===== src/rtl/code_verifier.sv =====
// Keypad code verifier: buffers DIGITS key digits and checks them on ENTER against
// the master code, the user code, or a staged new user code. Define LOCKOUT_EN for the failure lockout.
module code_verifier #(
  parameter int unsigned               DIGITS      = 6,
  parameter int unsigned               DW          = 4,
  parameter logic [DW-1:0]             KEY_CLEAR   = 4'd7,
  parameter logic [DW-1:0]             KEY_ENTER   = 4'd8,
  parameter logic [DIGITS*DW-1:0]      DEFAULT_UC  = 24'h123456,
  parameter logic [DIGITS*DW-1:0]      MASTER_PC   = 24'h666666,
  parameter int unsigned               MAX_FAIL    = 3,
  parameter int unsigned               LOCK_CYCLES = 12_000_000
) (
  input  logic                          hwclk,
  input  logic                          rst,
  input  logic                          key_valid,
  input  logic [DW-1:0]                 key,
  input  logic                          read_en,
  input  logic [1:0]                    mode,
  input  logic                          commit,
  output logic                          result_valid,
  output logic                          correct,
  output logic [$clog2(DIGITS+1)-1:0]   entry_count,
  output logic [$clog2(MAX_FAIL+1)-1:0] fail_count,
  output logic                          locked,
  output logic [DIGITS*DW-1:0]          uc_out
);

  localparam int W  = DIGITS * DW;
  localparam int CW = $clog2(DIGITS + 1);
  localparam int FW = $clog2(MAX_FAIL + 1);

  typedef enum logic [1:0] {
    CMP_PC   = 2'b00,
    CMP_UC   = 2'b01,
    MATCH_UC = 2'b10,
    STAGE_UC = 2'b11
  } mode_t;

  mode_t          cur_mode;
  logic           accept;
  logic           enter_acc;
  logic           full;
  logic           enter_ok;
  logic           unlock;
  logic [W-1:0]   buffer;
  logic [W-1:0]   staged;
  logic           staged_ok;
  logic [CW-1:0]  count;

  assign cur_mode    = mode_t'(mode);
  assign accept      = key_valid & read_en & ~locked;
  assign enter_acc   = accept & (key == KEY_ENTER);
  assign full        = (count == CW'(DIGITS));
  assign entry_count = count;

  // Verdict for an ENTER this cycle; any short entry is a failure.
  always_comb begin
    enter_ok = 1'b0;
    if (full) begin
      case (cur_mode)
        CMP_PC:   enter_ok = (buffer == MASTER_PC);
        CMP_UC:   enter_ok = (buffer == uc_out);
        MATCH_UC: enter_ok = (buffer == staged);
        STAGE_UC: enter_ok = 1'b1;
        default:  enter_ok = 1'b0;
      endcase
    end
  end

  always_ff @(posedge hwclk) begin
    if (rst) begin
      buffer       <= '0;
      count        <= '0;
      correct      <= 1'b0;
      result_valid <= 1'b0;
    end else begin
      result_valid <= 1'b0;
      if (unlock) begin
        buffer <= '0;
        count  <= '0;
      end else if (accept) begin
        if (key == KEY_CLEAR) begin
          buffer  <= '0;
          count   <= '0;
          correct <= 1'b0;
        end else if (key == KEY_ENTER) begin
          buffer       <= '0;
          count        <= '0;
          correct      <= enter_ok;
          result_valid <= 1'b1;
        end else begin
          buffer  <= (buffer << DW) | W'(key);
          if (!full) count <= count + 1'b1;
          correct <= 1'b0;
        end
      end
    end
  end

  // Commit uses the pre-edge staged state; a same-cycle MATCH_UC verdict wins on staged_ok.
  always_ff @(posedge hwclk) begin
    if (rst) begin
      staged    <= '0;
      staged_ok <= 1'b0;
      uc_out    <= DEFAULT_UC;
    end else begin
      if (commit && staged_ok) begin
        uc_out    <= staged;
        staged_ok <= 1'b0;
      end
      if (enter_acc && full) begin
        if (cur_mode == STAGE_UC) begin
          staged    <= buffer;
          staged_ok <= 1'b0;
        end else if (cur_mode == MATCH_UC) begin
          staged_ok <= enter_ok;
        end
      end
    end
  end

`ifdef LOCKOUT_EN
  localparam int TW = $clog2(LOCK_CYCLES + 2);

  logic [TW-1:0] timer;
  logic [FW-1:0] fails;
  logic          lock_q;
  logic          cmp_mode;

  assign cmp_mode   = (cur_mode == CMP_PC) || (cur_mode == CMP_UC);
  assign unlock     = lock_q && (timer <= TW'(1));
  assign locked     = lock_q;
  assign fail_count = fails;

  // Lockout starts the cycle after the failure count saturates and lasts LOCK_CYCLES cycles.
  always_ff @(posedge hwclk) begin
    if (rst) begin
      fails  <= '0;
      lock_q <= 1'b0;
      timer  <= '0;
    end else if (lock_q) begin
      if (timer <= TW'(1)) begin
        lock_q <= 1'b0;
        fails  <= '0;
        timer  <= '0;
      end else begin
        timer <= timer - 1'b1;
      end
    end else begin
      if (fails == FW'(MAX_FAIL)) begin
        lock_q <= 1'b1;
        timer  <= TW'(LOCK_CYCLES);
      end
      if (enter_acc && cmp_mode) begin
        if (enter_ok) fails <= '0;
        else if (fails != FW'(MAX_FAIL)) fails <= fails + 1'b1;
      end
    end
  end
`else
  assign unlock     = 1'b0;
  assign locked     = 1'b0;
  assign fail_count = '0;
`endif

endmodule

===== config.mk =====
export PLATFORM = sky130hd
export DESIGN_NAME = code_verifier
export DESIGN_NICKNAME = d
export VERILOG_FILES = /design/src/rtl/code_verifier.sv
export SDC_FILE = /design/constraint.sdc
export NUM_CORES = 1
export LEC_CHECK = 0
export BUFFER_PORTS_ARGS = -buffer_cell sky130_fd_sc_hd__buf_2
export CAP_MARGIN = 20
export CORE_MARGIN = 1
export CORE_UTILIZATION = 25
export DETAILED_ROUTE_END_ITERATION = 16
export GPL_ROUTABILITY_DRIVEN = 0
export PLACE_DENSITY = 0.49
export RECOVER_POWER = 100
export SKIP_CTS_REPAIR_TIMING = 1
export SLEW_MARGIN = 20
export SYNTH_ARGS = -nofsm -noshare
export SYNTH_HDL_FRONTEND = slang
export SYNTH_SLANG_ARGS = --single-unit

===== constraint.sdc =====
create_clock -name hwclk -period 1.8 [get_ports hwclk]
set_input_delay 0.09 -clock hwclk [delete_from_list [all_inputs] [get_ports hwclk]]
set_output_delay 0.09 -clock hwclk [all_outputs]
set_load 0.005 [all_outputs]

[Yosys cells after proc, flatten, opt, wreduce, memory -nomap -nowiden]
Index checks and enable logic that the tools add are counted.
Cells by class
  add/subtract/negate cells: 1
  muxes and demuxes: 14
  bitwise logic cells: 4
  reductions and logical operators: 6
  eq/ne operators: 10
Operators by type and width (count)
  $eq 24x24->1: 2
  $mux 24: 2
  $eq 24x23->1 const B: 1
  $or 24x4->24: 1
  $mux 3: 3
  $mux 1: 8
  $eq 2x2->1 const B: 2
  $eq 4x3->1 const B: 1
  $eq 4x4->1 const B: 1
  $pmux 1 s4: 1
  $reduce_and 2->1: 2
  $add 3x1->3 const B: 1
  $eq 3x3->1 const B: 1
  $ne 3x1->1 const B: 1
  $reduce_or 3->1: 1
  $and 1x1->1: 2
  $eq 2x1->1 const B: 1
  $logic_and 1x1->1: 2
  $logic_not 2->1: 1
  $not 1->1: 1
Word-level totals
  flip-flop bits (word level): 78
  word-level logic and storage cells: 42
  output and inout port bits: 32

[Logic depth before layout (Yosys ltp)]
Gate-level depths: netlist of run 1.
  depth in word-level cells: 6
  mapped depth: 10

[Worst setup path before layout of run 1]
Ideal clock, no wire load.
  kind: in2reg
  start: in mode[0]
  end: reg staged_ok
  setup time: 0.069 ns
  buffers on the path: 2
  cell stages on the path: 10
  arrival: 1.596 ns
  path slack: 0.135 ns
  path through: inv_1 ha_1 buf_6 buf_8 a221oi_1 xor2_1 nand3_1 nor4_2 nand3_1 o21ai_1
On the way
  cells in the longest elaborated chain, start to end: 6
  elaborated cells on any way between the ends: 9
RTL lines
  from (decl): RTL line 18  | input logic [1:0] mode,
  $eq 2x2->1, or another cell as far along: RTL line 60, 112
  $pmux 1 s4: RTL line 60  | case (cur_mode)
  $mux 1: RTL line 59  | if (full) begin
  $mux 1: RTL line 115  | end else if (cur_mode == MATCH_UC) begin
  $mux 1 (*): RTL line 112  | if (cur_mode == STAGE_UC) begin
  $mux 1 (*): RTL line 111  | if (enter_acc && full) begin
  to (signal assigned): RTL line 116  | staged_ok <= enter_ok;
  to (decl): RTL line 47  | logic staged_ok;
Every way passes the cells marked *; elsewhere a longest branch is shown, timed or not.
A chain may end at the register's enable or synchronous reset.

[Final worst setup path of run 1]
  start: reg count[0], in the netlist entry_count[0]
  end: reg staged_ok
On the way
  cells in the longest elaborated chain, start to end: 5
  elaborated cells on any way between the ends: 6
RTL lines
  from (decl): RTL line 48  | logic [CW-1:0] count;
  from (signal assigned): RTL line 93  | if (!full) count <= count + 1'b1;
  $eq 3x3->1 (*): RTL line 53  | assign full = (count == CW'(DIGITS));
  $mux 1: RTL line 59
  $mux 1: RTL line 115
  $mux 1: RTL line 112
  $mux 1 (*): RTL line 111
Marks and branches as above.

==> results of run 1 <==
critical path: stages (launching register included):
cell	delay, ps
dfxtp_1	350
inv_1	70
ha_1	140
nand2_1	100
nor3_4	230
nand3_1	210
nor4_4	250
nand3_1	120
o21ai_1	130
layer usage:
layer  track usage, %  up-vias  wire length [um]
met4            2.813        0                56
met3            3.184        4               358
met2            22.54       55              4411
met5                0        -                 0
li1                 -     1535                 -
met1            19.76     1449              4759
final timing paths:
path           endpoint  slack (ps)  cells past startpoint      startpoint
min           buffer[1]          60                      3          key[1]
max reg2reg   staged_ok         120                      8  entry_count[0]
max           staged_ok         120                      8  entry_count[0]
min reg2reg  uc_out[15]         470                      2      staged[15]
cell families (layout without fill, tap and decap cells):
group,after synthesis,in the layout
simple gates,168,168
compound gates,106,106
flops,78,78
buf+inv,36,87
xor+xnor,16,16
fa+ha+maj,5,5
other cells,1,3
mux,1,1
layout make-up:
class | count | area, um^2
clock buffer | 10 | 229.0
clock inverter | 6 | 86.33
fill | 1425 | 9077
inverter | 4 | 15.01
multi-input combinational | 299 | 1722
sequential | 78 | 1562
tap | 176 | 220.2
timing repair buffer | 67 | 436.7
metrics by stage:
step,util (%),setup TNS [ps],cell area [um^2]
floorplan,-,0,3462
global placement,29.77,-321.0,3974
detailed placement,29.77,-489.0,3974
CTS,32.13,0,4289
global route,31.99,0,4270
finish,31.99,0,4270
cells in the final DEF (no fill, tap or decap), types with 11 or more instances in the layout:
master / synthesis / routed
nand2_1: 110 / 110
dfxtp_1: 78 / 78
a21oi_1: 44 / 44
buf_2: 3 / 27
a22o_1: 19 / 19
buf_4: 3 / 18
clkbuf_1: 21 / 16
a22oi_1: 14 / 14
xor2_1: 12 / 12
nand3_1: 11 / 11
flip-flops by register name (all words and copies together) (netlist names):
register	count
buffer	24
staged	24
uc_out	24
entry_count	3
correct	1
result_valid	1
staged_ok	1
where the power goes:
group	switching (uW)	internal, uW
logic	158	111
clock network	719	1210
registers	11.0	1730
==> metrics.yaml, run 1 <==
ys.flop_type: "dfxtp_1"
worstPathArrival_ps: 1930
die_h_um: 119.6
rsz0062_at_grt: "no"
end_kind: "flop"
path_class: "reg2reg"
clockBufferDepth: 2
overflow: 0
synth_xor_area_share_pct: 4.057
hold_violations: 0
ant_nets: 0
drive_above_1_share_pct: 15.52
vias: 3043
fin_nets: 475
drt_wl_total_um: 9585
place_ws_ps: -247.6
async_reset_ff_share_pct: 0
synth-seq-cells: 78
power_density_mw_per_mm2: 923.9
synth_edf_count: 0
synthAdderAreaFrac_pct: 1.811
vdd_ir_drop_max_mv: 0.5424
syn_inst: 411
cts.htree.levels: 3
yosysWarnings: 0
cts-root-buf: "clkbuf_16"
drt_first_pass_iters: 4
drtIter0Drc: 218
fin_skew_ps: 7.875
critPathRequiredTime_ps: 2060
p_leak_uw: 0.001606
drv_cap: 0
max_freq_mhz: 596.9
min_period_over_period_pct: 93.07
initial_core_util_pct: 25.88
hp-class: "in2reg"
insertion_delay_ps: 330
fin_ws_ps: 124.8
core.rowCount: 42
synth_area_leaders: "dfxtp_1, nand2_1, a21oi_1"
core-area_mm2: 0.01335
routedWlPerCell_um: 14.98
yosysTopAreaCell: "dfxtp_1"
critPathLaunchType: "flop"
fp.dieW_um: 119.6
diodes: 0
power_uw: 3946
netlist_area_mm2: 0.003455
place.port_buffers: 39
numCtsBuffers: 9
synth-simple-area-share_pct: 22.78
status: "finished clean"
via_per_inst: 4.755
tritoncts: "built"
synth_compound_area_share_pct: 20.21
period_minus_slack_ps: 1675
yosysTopAreaCellShare_pct: 45.20
final-instance-count-excl-fill: 640
area_delta_synth_final_pct: 23.61
setup_viol: 0
dp_hpwl_um: 6830
yosysUniqueCellTypes: 40
drc: 0
muxShareOfSynthArea_pct: 0.2898
antenna_found_initial: 0
yosysMostFrequentCell: "nand2_1"
cts_num_sinks: 78
tightest_slew_ps: 792.5
dp.cells: 624
grt_pass1_wl_um: 15880
yosys-top-cells-count: "nand2_1, dfxtp_1, a21oi_1"
path_max_fanout: 5
grt_pass1_vias: 2973
track_usage_pct: 14.23
relSlewSlack_pct: 47.17
dieArea_mm2: 0.01429
grt_start_max_net_pins: 22
pin_count: 43
slew_viol_final: 0
clkTransAtPathRegs_ps: 60
timing.hold.ws_ps: 60.12
synth_top_family_by_area: "simple AND/OR/NAND/NOR gates"
ys_seq_area_share_pct: 45.20
synth.avg_cell_area_um2: 8.405
Note: power is estimated with default switching activity, not from simulation.
==> run 2: changes to the inputs <==
--- a/config.mk
+++ b/config.mk
@@ -11,7 +11,6 @@
 export CORE_UTILIZATION = 25
 export DETAILED_ROUTE_END_ITERATION = 16
 export GPL_ROUTABILITY_DRIVEN = 0
-export PLACE_DENSITY = 0.49
 export RECOVER_POWER = 100
 export SKIP_CTS_REPAIR_TIMING = 1
 export SLEW_MARGIN = 20
==> run 2 against run 1 <==
  * Fmax grew 1.3%
  * Non-clock buffer count shrank 5
  * Via count grew 0.49%
  * Global-route usage shrank 0.92 points
  * Sequential power is essentially flat
  * Hold slack lost 3.3 ps
  * Combinational power shrank 4%
==> metrics.yaml, run 2 (synthesized netlist as in run 1, its figures left out) <==
status: "finished clean"
final_common_cell: "nand2_1"
power.switching_uw: 871.8  # -1.9%
dp_hpwl_um: 6362  # -6.9%
cts_num_sinks: 78  # unchanged
path_class: "reg2reg"
pin_count: 43  # unchanged
period_minus_slack_ps: 1654  # -20.75 ps
pwr-share-clk_pct: 46.2  # -2.7 points
drtIter0Drc: 203  # -6.9%
clkTransAtPathRegs_ps: 60  # about the same
p_leak_uw: 0.001545  # -3.8%
relSlewSlack_pct: 34.82  # -12 points
overflow: 0  # unchanged
routedWlPerCell_um: 14.32  # -4.4%
min_period_over_period_pct: 91.92  # -1.2 points
vdd_ir_drop_max_mv: 0.4300  # -21%
nFillCells: 1440  # +1.1%
worstPathArrival_ps: 1870  # -60 ps
design_area_mm2: 0.004167  # -2.4%
grt_util_met3_pct: 3.565  # +0.38 points
seqPwrFrac_pct: 46.9  # +2.7 points
grt_use_met1_pct: 17.52  # -2.2 points
path_max_fanout: 10  # +5
core.rowCount: 42  # unchanged
cts.htree.levels: 3  # unchanged
ant_nets: 0  # unchanged
dieArea_mm2: 0.01429  # unchanged
diodes: 0  # unchanged
dpl-instance-area_mm2: 0.003911  # -1.6%
grt_start_max_net_pins: 62  # +180%
rsz0062_at_grt: "no"
drt_first_pass_iters: 4  # unchanged
vias: 3058  # +0.49%
insertion_delay_ps: 330  # about the same
cts-root-buf: "clkbuf_16"
hp-class: "in2reg"
drive_above_1_share_pct: 13.73  # -1.8 points
critPathLaunchType: "flop"
setup_viol: 0  # unchanged
numCtsBuffers: 9  # unchanged
via_per_inst: 4.816  # +1.3%
p_comb_share_pct: 6.9  # about the same
hold_violations: 0  # unchanged
top_regs: "buffer (24), staged (24), uc_out (24)"
use_met2_pct: 21.46  # -1.1 points
tritoncts: "built"
drv_cap: 0  # unchanged
tightest_slew_ps: 974.1  # +181.6 ps
initial_core_util_pct: 25.88  # unchanged
core-area_mm2: 0.01335  # unchanged
timing.hold.ws_ps: 56.79  # -3.332 ps
p_int_uw: 2850  # -6.8%
fp.dieW_um: 119.6  # unchanged
grt_pass1_vias: 2923  # -1.7%
critPathRequiredTime_ps: 2010  # -50 ps
slew_viol_final: 0  # unchanged
fin_nets: 470  # -1.1%
max_freq_mhz: 604.4  # +1.3%
fin_skew_ps: 7.401  # -0.4734 ps
power_density_mw_per_mm2: 893.4  # -3.3%
track_usage_pct: 13.31  # -0.92 points
die_h_um: 119.6  # unchanged
clockBufferDepth: 2  # unchanged
grt_busiest_layer: "met2"
drt_wl_total_um: 9092  # -5.1%
area_delta_synth_final_pct: 20.61
antenna_found_initial: 0  # unchanged
grt_pass1_wl_um: 15090  # -5.0%
drc: 0  # unchanged
end_kind: "flop"
sw_frac_of_total_pct: 23.42  # +0.90 points
mostFrequentLayoutCells: "nand2_1, dfxtp_1, a21oi_1"
place.port_buffers: 39  # unchanged
-- run 2: cell count changes in the layout (fill, tap and decap cells not counted), sizes merged --
cell      previous run  this run
buf                 50        41
bufinv               2         0
clkbuf              27        33
clkinv               3         1
clkinvlp             1         2
inv                  4         5
-- run 2: routing by layer --
layer	share of wire, %	vias up	wire length (um)
li1	-	1530	-
met4	0.80	0	73
met1	47	1469	4302
met3	3.8	6	349
met2	48	53	4367
met5	0	-	0
-- run 2: cell type report --
cell class,instances,area (um^2),share of cell area [%]
well taps,176,220.2,5.285
inverters,4,15.01,0.3604
multi-input cells,299,1713,41.11
clock inverters,4,28.78,0.6907
clock buffers,12,256.5,6.156
flip-flops and latches,78,1562,37.48
repair buffers,62,371.6,8.919
-- run 2: stage by stage --
stage / total power (uW) / util, % / worst slack, ps / instances / TNS [ps]
final: 3722 / 31.21 / 145.5 / 635 / 0
after global placement: 2035 / 29.30 / -78.83 / 619 / -156.2
after detailed placement: 2041 / 29.30 / -140.5 / 619 / -252.3
after floorplan: 1950 / - / 135.2 / 413 / 0
after global routing: 3862 / 31.21 / 13.08 / 635 / 0
after CTS: 3745 / 31.44 / 165.5 / 635 / 0
-- run 2: final timing paths --
| path | end | cells after the start | from | slack, ps |
|---|---|---|---|---|
| max reg2reg | correct | 8 | entry_count[0] | 150 |
| max | correct | 8 | entry_count[0] | 150 |
| min | buffer[2] | 3 | key[2] | 60 |
| min reg2reg | uc_out[8] | 2 | staged[8] | 470 |
-- run 2: power groups by stage --
stage,logic [uW],clock network (uW),registers (uW)
after global placement,252,0,1780
after floorplan,170,0,1780
after global routing,285,1830,1750
after detailed placement,257,0,1780
final,257,1720,1750
after CTS,258,1740,1750
-- run 2: worst max-delay path, stage by stage (launching register included) --
cell and delay (ps):
dfxtp_1 390, inv_1 60, ha_1 180, nand2_1 120, nor3_4 70, and2_0 180
clkbuf_2 210, a22oi_1 200, o21ai_1 100
==> run 3: changes to the inputs <==
--- a/config.mk
+++ b/config.mk
@@ -11,6 +11,8 @@
 export CORE_UTILIZATION = 25
 export DETAILED_ROUTE_END_ITERATION = 16
 export GPL_ROUTABILITY_DRIVEN = 0
+export GPL_TIMING_DRIVEN = 0
+export MAX_ROUTING_LAYER = met4
 export RECOVER_POWER = 100
 export SKIP_CTS_REPAIR_TIMING = 1
 export SLEW_MARGIN = 20
==> run 3 against run 2 <==
  * Cell count up 1.4%
  * Combinational power rose by 17%
  * Via count up 7.0%
  * Clock power increased by 29%
  * Clock skew decreased by 2.3 ps
  * Highest routed layer unchanged
  * Sequential power about the same
  * Cell area rose by 5.4%
  * Non-clock buffer count increased by 10
  * Core utilization grew 1.7 points
  * Critical path depth rose by 1
==> metrics.yaml, run 3 (synthesized netlist as in run 1, its figures left out) <==
r2r-end: "staged_ok"
reg2reg_slack_ps: 20  # -120 ps
vias: 3272  # +7.0%
dp.cells: 627  # +1.3%
p_comb_share_pct: 7.0  # about the same
cp-endpoint: "staged_ok"
grt_start_max_net_pins: 14  # -77%
core-area_mm2: 0.01335  # unchanged
setup_viol: 0  # unchanged
critPathRequiredTime_ps: 2070  # +60 ps
clkTransAtPathRegs_ps: 60  # about the same
sw_frac_of_total_pct: 22.00  # -1.4 points
min_period_over_period_pct: 98.81  # +6.9 points
dp_hpwl_um: 7399  # +16%
power_uw: 4269  # +15%
power_density_mw_per_mm2: 971.7  # +8.8%
path_max_fanout: 5  # -5
worstPathArrival_ps: 2040  # +170 ps
drive_above_1_share_pct: 19.44  # +5.7 points
fin_nets: 480  # +2.1%
nFillCells: 1439  # -0.069%
seqPwrFrac_pct: 40.9  # -6.0 points
reg2reg_depth: 9  # +1
ant_nets: 0  # unchanged
hold_violations: 0  # unchanged
cts-root-buf: "clkbuf_16"
via_per_inst: 5.081  # +5.5%
power.switching_uw: 939.2  # +7.7%
relSlewSlack_pct: 50.64  # +16 points
diodes: 0  # unchanged
place.port_buffers: 38  # -2.6%
slew_viol_final: 0  # unchanged
fin_skew_ps: 5.146  # -2.256 ps
drc: 0  # unchanged
vdd_ir_drop_max_mv: 0.4644  # +8.0%
period_minus_slack_ps: 1779  # +124.1 ps
timing.hold.ws_ps: 60.16  # +3.376 ps
core.rowCount: 42  # unchanged
final_common_cell: "nand2_1"
end_kind: "flop"
critPathLaunchType: "flop"
fp.dieW_um: 119.6  # unchanged
drv_cap: 0  # unchanged
overflow: 0  # unchanged
rsz0062_at_grt: "yes"
r2r-start: "entry_count[0]"
track_usage_pct: 15.40  # +2.1 points
mostFrequentLayoutCells: "nand2_1, dfxtp_1, a21oi_1"
p_int_uw: 3330  # +17%
antenna_found_initial: 0  # unchanged
insertion_delay_ps: 340  # about the same
cts_num_sinks: 78  # unchanged
clockBufferDepth: 2  # unchanged
die_h_um: 119.6  # unchanged
numCtsBuffers: 9  # unchanged
final-instance-count-excl-fill: 644  # +1.4%
pwr-share-clk_pct: 52.1  # +5.9 points
path_class: "reg2reg"
hp-class: "in2reg"
cts.htree.levels: 3  # unchanged
grt_pass1_vias: 3062  # +4.8%
status: "finished clean"
area_delta_synth_final_pct: 27.16
dieArea_mm2: 0.01429  # unchanged
drtIter0Drc: 311  # +53%
drt_wl_total_um: 10730  # +18%
max_freq_mhz: 562.2  # -7.0%
drt_first_pass_iters: 5  # +1
grt_pass1_wl_um: 16350  # +8.4%
tritoncts: "built"
cp-startpoint: "entry_count[0]"
tightest_slew_ps: 736.4  # -237.7 ps
p_leak_uw: 0.001648  # +6.7%
top_regs: "buffer (24), staged (24), uc_out (24)"
routedWlPerCell_um: 16.66  # +16%
pin_count: 43  # unchanged
initial_core_util_pct: 25.88  # unchanged
-- run 3: worst min path at each step --
stage | cells past startpoint | start | endpoint
2_1_floorplan | 2 | key[0] | buffer[0]
3_3_place_gp | 3 | key[1] | buffer[1]
3_5_place_dp | 3 | key[2] | buffer[2]
4_1_cts | 3 | key[2] | buffer[2]
5_1_grt | 3 | key[1] | buffer[1]
6_report | 3 | key[1] | buffer[1]
-- run 3: metrics by stage --
stage	area, um^2	setup WS [ps]	setup TNS (ps)	util (%)
CTS	4232	-533.0	-1694	31.70
detailed placement	3872	-865.5	-5532	29.01
global route	4393	-50.54	-151.4	32.91
finish	4393	21.41	0	32.91
floorplan	3462	135.2	0	-
global placement	3872	-841.1	-5119	29.01
-- run 3: power groups by stage --
stage	combinational [uW]	clock (uW)	sequential, uW
global placement	256	0	1780
detailed placement	259	0	1780
floorplan	170	0	1780
CTS	262	2240	1750
finish	301	2220	1750
global route	323	2320	1750
-- run 3: final cells by class --
cell class	instances	area (um^2)	share of cell area (%)
multi-input cells	299	1827	41.58
flip-flops and latches	78	1567	35.66
clock buffers	9	225.2	5.127
well taps	176	220.2	5.013
repair buffers	40	206.4	4.700
plain buffers	32	198.9	4.529
clock inverters	6	133.9	3.048
inverters	4	15.01	0.3418
-- run 3: metal layers --
layer / GRT usage, % / wire, um
met1: 20.24 / 4854
met2: 24.35 / 5062
met3: 3.184 / 601
met4: 3.359 / 212
met5: - / 0
-- run 3: worst max-delay path, cell delays in order, from the launching register on --
cell	delay (ps)
dfxtp_4	350
inv_1	50
ha_1	160
nand2_2	80
nor3_4	200
buf_6	140
nand3_4	70
nor4_4	360
nand3_1	120
o21ai_1	160
